[src/rtl/seg_scan_driver.sv]
// ---------------------------------------------------------------------------
// seg_scan_driver
//
// Purpose:
//   Captures NUM_DIGITS hex nibbles into a shadow register and time-multiplexes
//   them onto one shared, active-low seven-segment bus. Each digit is held for
//   REFRESH_DIV cycles: one blank cycle (anti-ghosting) followed by
//   REFRESH_DIV-1 lit cycles. A one-cycle frame_done strobe marks the scan
//   wrapping from the last digit back to digit 0.
//
// Parameters:
//   NUM_DIGITS   number of digits scanned (2..8)
//   REFRESH_DIV  clock cycles each digit slot lasts (>= 2)
//
// Ports:
//   clock       system clock, all state updates on the rising edge
//   clear       synchronous active-high reset, wins over load
//   load        capture strobe, shadow <= nibbles while high
//   nibbles     packed digit values, digit k = nibbles[4k+3:4k]
//   seg         segment drive, active-low, seg[0]=a .. seg[6]=g
//   anode       digit enables, active-low, one-hot-low or all ones
//   frame_done  one-cycle pulse when the scan wraps to digit 0
//
// Build options:
//   SEG_SCAN_LEADING_ZERO_BLANK_EN  when defined, digit k (k >= 1) is blanked
//   whenever shadow digits k..NUM_DIGITS-1 are all zero. Digit 0 always shows.
// ---------------------------------------------------------------------------
module seg_scan_driver #(
  parameter int NUM_DIGITS  = 4,
  parameter int REFRESH_DIV = 50000
) (
  input  logic                    clock,
  input  logic                    clear,
  input  logic                    load,
  input  logic [4*NUM_DIGITS-1:0] nibbles,
  output logic [6:0]              seg,
  output logic [NUM_DIGITS-1:0]   anode,
  output logic                    frame_done
);

  localparam int CNT_W = $clog2(REFRESH_DIV);
  localparam int IDX_W = $clog2(NUM_DIGITS);

  localparam logic [CNT_W-1:0] CNT_LAST = CNT_W'(REFRESH_DIV - 1);
  localparam logic [IDX_W-1:0] IDX_LAST = IDX_W'(NUM_DIGITS - 1);

  localparam logic [6:0]            SEG_OFF   = 7'h7F;
  localparam logic [NUM_DIGITS-1:0] ANODE_OFF = '1;

  logic [4*NUM_DIGITS-1:0] shadow;
  logic [CNT_W-1:0]        cnt;
  logic [IDX_W-1:0]        idx;

  logic                  tick;
  logic                  last_digit;
  logic [3:0]            cur_digit;
  logic                  cur_blank;
  logic [NUM_DIGITS-1:0] lz_mask;

  // Active-low hex font, bit 0 is segment a.
  function automatic logic [6:0] hex_decode(input logic [3:0] value);
    logic [6:0] pattern;
    case (value)
      4'h0:    pattern = 7'b1000000;
      4'h1:    pattern = 7'b1111001;
      4'h2:    pattern = 7'b0100100;
      4'h3:    pattern = 7'b0110000;
      4'h4:    pattern = 7'b0011001;
      4'h5:    pattern = 7'b0010010;
      4'h6:    pattern = 7'b0000010;
      4'h7:    pattern = 7'b1111000;
      4'h8:    pattern = 7'b0000000;
      4'h9:    pattern = 7'b0010000;
      4'hA:    pattern = 7'b0001000;
      4'hB:    pattern = 7'b0000011;
      4'hC:    pattern = 7'b1000110;
      4'hD:    pattern = 7'b0100001;
      4'hE:    pattern = 7'b0000110;
      4'hF:    pattern = 7'b0001110;
      default: pattern = SEG_OFF;
    endcase
    return pattern;
  endfunction

  assign tick       = (cnt == CNT_LAST);
  assign last_digit = (idx == IDX_LAST);

  // Shadow capture. The display only ever reads the shadow, so the upstream
  // register bank can change freely between loads.
  always_ff @(posedge clock) begin
    if (clear) begin
      shadow <= '0;
    end else if (load) begin
      shadow <= nibbles;
    end
  end

  // Refresh counter and digit index. The index advances on the last cycle of
  // a slot so that the following cycle (cnt == 0) is the blank guard cycle
  // that separates the old anode from the new one.
  always_ff @(posedge clock) begin
    if (clear) begin
      cnt <= '0;
      idx <= '0;
    end else begin
      if (tick) begin
        cnt <= '0;
        if (last_digit) begin
          idx <= '0;
        end else begin
          idx <= idx + 1'b1;
        end
      end else begin
        cnt <= cnt + 1'b1;
      end
    end
  end

`ifdef SEG_SCAN_LEADING_ZERO_BLANK_EN
  // lz_mask[k] is set when digit k and every digit above it are zero. The
  // running flag walks down from the most significant digit; digit 0 is
  // never masked so a value of zero still shows a single "0".
  always_comb begin
    logic run_zero;
    lz_mask  = '0;
    run_zero = 1'b1;
    for (int k = NUM_DIGITS - 1; k >= 1; k--) begin
      run_zero   = run_zero & (shadow[4*k +: 4] == 4'h0);
      lz_mask[k] = run_zero;
    end
  end
`else
  assign lz_mask = '0;
`endif

  // Select the nibble and leading-zero flag for the current index. Written as
  // a compare loop so idx values outside 0..NUM_DIGITS-1 (never reached) fall
  // back to a blank digit rather than reading past the shadow register.
  always_comb begin
    cur_digit = 4'h0;
    cur_blank = 1'b1;
    for (int k = 0; k < NUM_DIGITS; k++) begin
      if (idx == IDX_W'(k)) begin
        cur_digit = shadow[4*k +: 4];
        cur_blank = lz_mask[k];
      end
    end
  end

  // Registered outputs, loaded from the pre-edge counter, index and shadow.
  // cnt == 0 is the guard cycle: all anodes off so the segment bus can change
  // without the previous digit's pattern ghosting onto the new digit.
  always_ff @(posedge clock) begin
    if (clear) begin
      seg        <= SEG_OFF;
      anode      <= ANODE_OFF;
      frame_done <= 1'b0;
    end else begin
      if (cnt == '0 || cur_blank) begin
        seg   <= SEG_OFF;
        anode <= ANODE_OFF;
      end else begin
        seg   <= hex_decode(cur_digit);
        anode <= ~(NUM_DIGITS'(1) << idx);
      end
      frame_done <= tick & last_digit;
    end
  end

endmodule

[config.mk]
export PLATFORM = sky130hd
export DESIGN_NAME = seg_scan_driver
export DESIGN_NICKNAME = d
export VERILOG_FILES = /design/src/rtl/seg_scan_driver.sv
export SDC_FILE = /design/constraint.sdc
export NUM_CORES = 1
export LEC_CHECK = 0
export ABC_CLOCK_PERIOD_IN_PS = 3250
export CAP_MARGIN = 20
export CORE_UTILIZATION = 50
export CTS_CLUSTER_DIAMETER = 100
export CTS_CLUSTER_SIZE = 25
export DETAILED_ROUTE_END_ITERATION = 8
export PLACE_DENSITY = 0.74
export SYNTH_ARGS = -nofsm -noshare
export SYNTH_HDL_FRONTEND = slang
export SYNTH_SLANG_ARGS = --single-unit
export TNS_END_PERCENT = 50
[constraint.sdc]
create_clock -name clock -period 3.25 [get_ports clock]
set_clock_uncertainty 0.2 [all_clocks]
set_input_delay 0.325 -clock clock [delete_from_list [all_inputs] [get_ports clock]]
set_output_delay 0.325 -clock clock [all_outputs]
set_load 0.02 [all_outputs]
## Word level (Yosys, flattened, before mapping)

Memories as Yosys holds them, arrays and structs flattened. A register that Yosys moved wholly into a read port is not among the register bits.
Index checks and enable logic that the tools add are counted.

- Bits in registers: 39
- ROM bits: 112
- Memories: 1
- Output and inout port bits: 12
- Word-level logic and storage cells: 29

Memory list:

| memory | depth | width | rd ports | clocked after memory_dff | wr ports | RTL line | RTL |
|---|---|---|---|---|---|---|---|
| (no name shown) | 16 | 7 | 1 | 1 | 0 | 63 | `case (value)` |

- Bitwise gates (word level): 2
- Add/subtract/negate cells: 2
- Shift operators: 1
- Reduce and logical (&&, ||, !) cells: 5
- Mux-type cells: 9
- Equal/unequal tests: 4

Operator list:

| kind | count |
|---|---|
| $add A16 B1 Y16 const B | 1 |
| $eq A16 B16 Y1 const B | 1 |
| $logic_not A16 Y1 | 1 |
| $mux W4 | 4 |
| $eq A2 B2 Y1 const B | 2 |
| $mux W1 | 4 |
| $not A4 Y4 | 1 |
| $reduce_or A2 Y1 | 2 |
| $shl A1 B2 Y4 const A | 1 |
| $add A2 B1 Y2 const B | 1 |
| $eq A2 B1 Y1 const B | 1 |
| $logic_not A2 Y1 | 1 |
| $mux W2 | 1 |
| $and A1 B1 Y1 | 1 |
| $logic_or A1 B1 Y1 | 1 |

## Depth between registers and ports, before layout

Gate-level depths: netlist (run 1).

- Depth after elaboration: 7
- Gate-level depth with buffers: 11

## Least setup slack after synthesis (run 1)

OpenSTA, ideal clock, no wires.

- Kind: flip-flop to flip-flop
- From: reg idx[1]
- To: reg seg[3]
- Path slack: 756 ps
- Data required time: 2921 ps
- Data arrival time: 2165 ps
- Stages on the path, launching flop included: 11
- Path buffers: 1
- Cells stage by stage: dfxtp_1 inv_1 ha_1 clkbuf_1 nand3b_1 a211oi_1 inv_1 ha_1 mux2_2 mux2i_1 nand2_1

- Word-level cells in the longest chain between the ends: 7
- Elaborated cells on any way between the ends: 14
- Those cells by class: eq/ne: 3; mux: 8; reduce/logical: 3

RTL lines:

| item | RTL line | RTL |
|---|---|---|
| from (decl) | 52 | `logic [IDX_W-1:0] idx;` |
| from (signal assigned) | 111 | `idx <= idx + 1'b1;` |
| $logic_not A2 Y1 | 143 | `if (idx == IDX_W'(k)) begin` |
| $mux W1 (4 in series) | 143 |  |
| $logic_or A1 B1 Y1 | 159 | `if (cnt == '0 \|\| cur_blank) begin` |
| $reduce_or A2 Y1 (no line) | -- |  |
| to (decl) | 36 | `output logic [6:0] seg,` |

Parallel ways exist; a longest one is shown, timed or not.
A chain may end at the register's enable or synchronous reset.

## Worst setup path in the final report (run 1)

- From: reg idx[0]
- To: reg seg[3]

The elaborated chain is that of the path after synthesis.

==> Flow_metrics.wiki, run 1 <==
{| class="wikitable"
! Metric !! Value
|-
| Effective utilization at floorplan || 0.5211
|-
| Power density over the cells || ~450 mW/mm^2
|-
| Count of warnings emitted by yosys || 0
|-
| Clock network power share || 0.360
|-
| Leakage power || 1.021 nW
|-
| Max-cap violations || 0
|-
| TritonCTS clock tree || done
|-
| Initial DRC Count || 113
|-
| Cell with the most instances after synthesis || dfxtp_1
|-
| I/O pin count || 31
|-
| Post-synth net total || about 260
|-
| Die area || approximately 0.0045 sq mm
|-
| Prevailing post-synth register cell || dfxtp_1
|-
| Vias per cell || slightly above 5
|-
| Min-Delay Path Class || register to register
|-
| Maximum number of pins on one net before global-route repair || 23
|-
| Cell types with the largest area share after synthesis || dfxtp_1 (44%), mux2i_1 (9.5%), ha_1 (7.2%)
|-
| Hold bufs inserted after CTS || 0
|-
| Worst EP arrival || about 2.6 ns
|-
| Area of the placeable core || a little over 0.004 sq mm
|-
| Sink count of the clock tree || between 40 and 50
|-
| Synth area leader || dfxtp_1
|-
| Cell-internal power || slightly below 0.0009 W
|-
| Hold Fails Final Rpt || 0
|-
| Top cell type's share of synthesized area || 0.4386
|-
| Gp weighted congestion || between 0.8 and 0.9
|-
| Seq/Total Area, Yosys || 0.4386
|-
| Startpoint class of the critical path || register
|-
| Final instance area || 0.002550 sq mm
|-
| Worst slew margin relative to its limit || 0.3670
|-
| Sum of negative setup slack || 0 ns
|-
| Antenna violations before repair || 0
|-
| Inserted Clock Buffers || 5
|-
| Max Freq || ~370 MHz
|-
| Layout fillers || roughly 340
|-
| Nets || 287
|-
| Fraction of the cycle the final worst path needs || 0.8260
|-
| Detailed-route wire length per cell || 12.23 um
|-
| Number of enable flip-flop cells after synthesis || 0
|-
| Insertion delay of the later-clocked pin in the worst-skew pair || 0.29 ns
|-
| Synthesized instance count || 226
|-
| Worst setup path class || register to register
|-
| R2r startpoint || idx[0]
|-
| Worst setup path startpoint || idx[0]
|-
| Maximum net fanout on the critical path || 7
|-
| # diodes || 0
|-
| Worst VDD drop || about 0.23 mV
|-
| Layout cells sized above 1 || 0.06226
|-
| Maximum level of the CTS H-tree || 2
|-
| Detailed-placement wirelength estimate || between 2 and 3 mm
|-
| Layout overhead on the synthesized area || 21.45%
|-
| Flip-flop and latch count after synthesis || 46
|-
| Unrepaired setup endpoints after global routing || false
|-
| Clock-pin slew on the worst setup and hold paths || about 0.08 ns
|-
| Fin. max-slew vios || 0
|-
| Placed cell areas || 0.002440 sq mm
|-
| Endpoint of the most critical register-to-register path || seg[3]
|-
| CTS Root Buffer Type || clkbuf_8
|-
| Total iterations of the first detailed-routing run || 4
|-
| Crit path to || seg[3]
|-
| Post-layout total power || about 0.0012 W
|-
| Distinct cells, synth || 40
|-
| I/O Buffers || 30
|-
| Via count of the first global-routing pass || 1441
|-
| Cell Rows || 23
|-
| Total vias in the final route || approximately 1600
|-
| Total grt overflow || 0
|-
| DRC errors left || 0
|-
| Wire length of the first global-routing pass || ~6.3 mm
|-
| Combinational power share || 0.120
|-
| Overall global routing resource usage || 0.1913
|-
| Async set-reset flop share out of synthesis || 0
|-
| Setup violation total in the final timing report || 0
|-
| Status || finished clean
|-
| Transition at the pin with the smallest max-transition slack || about 0.95 ns
|-
| Crit end category || register
|-
| Time the worst path needs with I/O delays and setup || about 2.7 ns
|-
| Total wirelength of the detailed-routed design || around 3.8 mm
|-
| Post-synthesis instance area || between 0.002 and 0.0025 sq mm
|-
| Critical path required time || 3.20 ns
|-
| Commonest cells in the netlist || dfxtp_1 (46), nor2_1 (36), mux2i_1 (20)
|-
| Fraction of power spent switching nets || 0.2299
|-
| Post-CTS resize count || 0
|-
| Net switching component of the power || between 0.0002 and 0.0003 W
|-
| Overall die height || 66.80 um
|-
| Post-synthesis average cell area || slightly above 9 sq um
|-
| Seq pwr share || 0.520
|-
| Maximum buffer depth of the clock tree || 2
|-
| Post-CTS setup buffer count || 0
|-
| Logic depth of the worst register-to-register path || 10
|-
| Horiz. Die Dim || approximately 67 um
|-
| Antenna violation net count after detailed routing || 0
|-
| Slack of the worst reg-to-reg path || between 0.5 and 0.6 ns
|}
## area by class of cell
class,count,area [sq um],area share
Inverter,12,45.04,0.01766
Multi-Input combinational cell,158,1089,0.4269
Clock buffer,6,72.57,0.02846
Timing Repair Buffer,33,322.8,0.1266
Sequential cell,46,920.9,0.3611
Tap cell,50,62.56,0.02453
Clock inverter,2,37.54,0.01472
## worst min path at each step
stage,cells past startpoint,slack [ns],startpoint,endpoint
floorplan,1,0.24,cnt[0],cnt[0]
global placement,1,0.26,cnt[0],cnt[0]
detailed placement,1,0.27,cnt[0],cnt[0]
CTS,1,0.29,cnt[0],cnt[0]
global route,1,0.32,cnt[0],cnt[0]
finish,1,0.28,cnt[0],cnt[0]
## routing by layer
layer | global-route usage | up-vias | wire (um) | part of all wire
li1 | - | 826 | - | -
met1 | 0.2445 | 717 | 1931 | 0.51
met2 | 0.3005 | 23 | 1672 | 0.45
met3 | 0.06164 | 5 | 108 | 0.029
met4 | 0.06383 | 0 | 44 | 0.012
met5 | 0 | - | 0 | 0
## through the flow
stage               utilization  hold WS [ns]  setup slack (ns)  std cells
CTS                      0.6329        0.2873            0.5686        307
global route             0.6329        0.3248            0.2958        307
finish                   0.6329        0.2784            0.5654        307
detailed placement       0.6056        0.2664            0.6132        299
global placement         0.6056        0.2565            0.6996        299
floorplan                     -        0.2375            0.7559        226
## logic make-up (layout without fill, tap and decap cells)
| group | Yosys count | in the layout | share of synthesized area |
|---|---|---|---|
| simple gates | 92 | 92 | 0.2145 |
| flops | 46 | 46 | 0.4386 |
| buf+inv | 22 | 53 | 0.04291 |
| mux | 21 | 21 | 0.1007 |
| compound gates | 19 | 19 | 0.07330 |
| xor+xnor | 14 | 14 | 0.05840 |
| fa+ha+maj | 12 | 12 | 0.07151 |
## critical path: stages (launching register included)
cell	delay, ns
dfxtp_1	0.40
inv_1	0.09
ha_1	0.29
nor2_1	0.30
o211ai_1	0.15
o21ai_0	0.20
inv_1	0.19
ha_1	0.27
mux2_2	0.27
mux2i_1	0.13
nand2_1	0.06
## power groups by stage
stage | registers [W] | clock network, W | logic (W)
after detailed placement | 0.000615 | 0 | 0.000139
after CTS | 0.000602 | 0.000427 | 0.000139
final | 0.000601 | 0.000416 | 0.000139
after global placement | 0.000614 | 0 | 0.000137
after global routing | 0.000604 | 0.000452 | 0.000152
after floorplan | 0.000625 | 0 | 0.0000690
## flip-flops by register name, summed over array words and instances, names as in the netlist
signal,cells
frame_done,1
idx,2
anode,4
seg,7
shadow,16
cnt,16
## cell usage in the layout (no fill, tap or decap), drive strengths merged, types with 2 or more instances in the layout
master and n:
xor2 9, ha 12, clkdlybuf4s50 30, nand2b 2, nor4 2, nor2b 5, inv 12, a211oi 2
o221ai 4, nand3b 3, a21oi 5, nand4 3, nand2 18, nand3 9, nor3 2, a311oi 2
clkbuf 6, mux2i 20, o211ai 2, and3 2, buf 3, o21ai 2, dfxtp 46, nor2 36
xnor2 5, nor3b 4
(Power assumes the default switching activity.)
==> run 2, diff against run 1 <==
Settings changed: ABC_CLOCK_PERIOD_IN_PS 3250 to 2700.
Clock period 3.25 ns to 2.7 ns, I/O delays scaled along.
==> run 2 against run 1 <==
Critical path depth is the same. Global-route usage fell by 0.50 points. Cell area rose by 0.15%. Maximum frequency up 7.7%. First-iteration DRC count down 37%. Cell count grew 0.98%. Die area unchanged. Largest cell class unchanged. Largest power group unchanged.
==> Flow_metrics.wiki, run 2 (same netlist as run 1, synthesis figures left out) <==
{| class="wikitable"
! Metric !! Value
|-
| Status || finished clean
|-
| Wire length of the first global-routing pass || 6.168 mm (-2.7%)
|-
| Endpoint of the most critical register-to-register path || seg[3]
|-
| Sum of negative setup slack || 0 ns (unchanged)
|-
| Total vias in the final route || 1561 (-0.64%)
|-
| Inserted Clock Buffers || 5 (unchanged)
|-
| R2r startpoint || idx[0]
|-
| Sink count of the clock tree || 46 (unchanged)
|-
| Initial DRC Count || 71 (-37%)
|-
| Worst hold margin || 0.2719 ns (-0.006540 ns)
|-
| Worst slew margin relative to its limit || 0.4307 (+0.06364)
|-
| Gp weighted congestion || 0.8416 (+3.8%)
|-
| Power density over the cells || 517.0 mW/mm^2 (+14%)
|-
| Hold Fails Final Rpt || 0 (unchanged)
|-
| Area of the placeable core || 0.004029 sq mm (unchanged)
|-
| I/O Buffers || 30 (unchanged)
|-
| Nets || 290 (+1.0%)
|-
| Effective utilization at floorplan || 0.5211 (unchanged)
|-
| Maximum number of pins on one net before global-route repair || 20 (-13%)
|-
| CP Cell Sequence || inv_1 -> ha_1 -> nor2_1 -> o211ai_1 -> o21ai_1 -> inv_1 -> ha_1 -> mux2_2 -> mux2i_1 -> nand2_1
|-
| Cell at the slowest stage of the critical path || dfxtp_1
|-
| Crit end category || register
|-
| Detailed-route wire length per cell || 12.15 um (-0.73%)
|-
| Horiz. Die Dim || 66.80 um (unchanged)
|-
| Max Freq || 401.2 MHz (+7.7%)
|-
| Total grt overflow || 0 (unchanged)
|-
| Total wirelength of the detailed-routed design || 3.765 mm (+0.24%)
|-
| Worst setup path class || register to register
|-
| Worst VDD drop || 0.3713 mV (+58%)
|-
| Number of buffers and inverters on the critical path || 2 (unchanged)
|-
| Time the worst path needs with I/O delays and setup || 2.492 ns (-0.1923 ns)
|-
| Startpoint class of the critical path || register
|-
| Total iterations of the first detailed-routing run || 4 (unchanged)
|-
| Min-Delay Path Class || register to register
|-
| I/O pin count || 31 (unchanged)
|-
| Max-cap violations || 0 (unchanged)
|-
| CP max stage delay || 0.40 ns (about the same)
|-
| Antenna violation net count after detailed routing || 0 (unchanged)
|-
| Maximum level of the CTS H-tree || 2 (unchanged)
|-
| Antenna violations before repair || 0 (unchanged)
|-
| Detailed-placement wirelength estimate || 2.722 mm (+1.5%)
|-
| CTS Root Buffer Type || clkbuf_8
|-
| Transition at the pin with the smallest max-transition slack || 0.8500 ns (-0.09646 ns)
|-
| Cell Rows || 23 (unchanged)
|-
| Top layer used by detailed routing || met4
|-
| Worst EP arrival || 2.45 ns (-0.19 ns)
|-
| Via count of the first global-routing pass || 1384 (-4.0%)
|-
| Unrepaired setup endpoints after global routing || false
|-
| Overall die height || 66.80 um (unchanged)
|-
| TritonCTS clock tree || done
|-
| Setup violation total in the final timing report || 0 (unchanged)
|-
| Fin. max-slew vios || 0 (unchanged)
|-
| Met1 wire length || 1.941 mm (+0.52%)
|-
| Count of non-filler cells in the finished layout || 310 (+0.98%)
|-
| Post-CTS setup buffer count || 0 (unchanged)
|-
| Commonest cells after routing, fill and taps aside || dfxtp_1 (46), nor2_1 (36), clkdlybuf4s50_1 (30)
|-
| Critical path required time || 2.66 ns (-0.54 ns)
|-
| Crit path to || seg[3]
|-
| Die area || 0.004462 sq mm (unchanged)
|-
| DRC errors left || 0 (unchanged)
|-
| Insertion delay of the later-clocked pin in the worst-skew pair || 0.30 ns (about the same)
|-
| Slack of the worst reg-to-reg path || 0.21 ns (-0.36 ns)
|-
| Vias per cell || 5.035 (-1.6%)
|-
| Length of routed met3 wiring || 119 um (+10%)
|-
| Leakage power || 1.033 nW (+1.1%)
|-
| Layout cells sized above 1 || 0.07308 (+0.01082)
|-
| Clock-pin slew on the worst setup and hold paths || 0.08 ns (about the same)
|-
| # diodes || 0 (unchanged)
|-
| Layout overhead on the synthesized area || 21.63%
|-
| Logic depth of the worst register-to-register path || 10 (unchanged)
|-
| Largest delay contributor family on the critical path || adder cells
|-
| Fraction of the cycle the final worst path needs || 0.9231 (+0.09705)
|-
| # placed instances || 302 (+1.0%)
|-
| Maximum net fanout on the critical path || 7 (unchanged)
|-
| Worst setup path startpoint || idx[0]
|-
| Largest registers || cnt: 16 flops, shadow: 16 flops, seg: 7 flops
|-
| Logic depth of the worst path, buffers included || 10 (unchanged)
|-
| Overall global routing resource usage || 0.1863 (-0.005010)
|-
| Most common library cell in the layout ignoring fill and taps || dfxtp_1
|-
| Maximum buffer depth of the clock tree || 2 (unchanged)
|-
| Met2 Routed Length || 1.638 mm (-2.0%)
|}
[run 2: cell types whose count changed in the layout (fill, tap and decap cells not counted)]
cell,delta
clkbuf_8,+1
clkinv_2,+1
o21ai_1,+1
o21ai_0,-1
clkinvlp_4,-1
bufinv_16,-1
buf_4,+3
[run 2: power by group]
group	switching, W	internal, W	total (W)
clock	0.000221	0.000207	0.000428
combinational	0.0000806	0.0000882	0.000169
sequential	0.0000152	0.000708	0.000724
[run 2: routing by layer]
metal  GRT usage  vias to the layer above
met1      0.2484                      703
met4     0.08777                        0
li1            -                      827
met3     0.04623                        7
met5           0                        -
met2      0.2778                       24
[run 2: through the flow]
stage                     cell area [sq um]  total power [W]  setup WS [ns]  utilization
after floorplan                        2100        0.0008352         0.2059            -
after global placement                 2462        0.0009073         0.2577       0.6112
after detailed placement               2462        0.0009089         0.1477       0.6112
after CTS                              2554         0.001335        0.05147       0.6339
after global routing                   2554         0.001375       0.007179       0.6339
final                                  2554         0.001320         0.2077       0.6339
[run 2: what timing repair did]
action,4_1_cts,5_1_grt
resized for setup,0,1
hold buffers,0,0
endpoints found under the setup margin,0,4
[run 2: final cells by class]
class / instances / area (sq um)
Sequential cell: 46 / 920.9
Clock inverter: 1 / 5.005
Clock buffer: 7 / 86.33
Fill cell: 350 / 1475
Multi-Input combinational cell: 158 / 1089
Inverter: 12 / 45.04
Tap cell: 50 / 62.56
Timing Repair Buffer: 36 / 345.3
[run 2: worst min path at each step]
stage,start,endpoint,slack (ns),cells past startpoint
6_report,cnt[0],cnt[0],0.27,1
5_1_grt,cnt[0],cnt[0],0.33,1
4_1_cts,cnt[0],cnt[0],0.28,1
3_5_place_dp,cnt[0],cnt[0],0.26,1
3_3_place_gp,cnt[0],cnt[0],0.25,1
2_1_floorplan,clear,seg[2],0.19,2
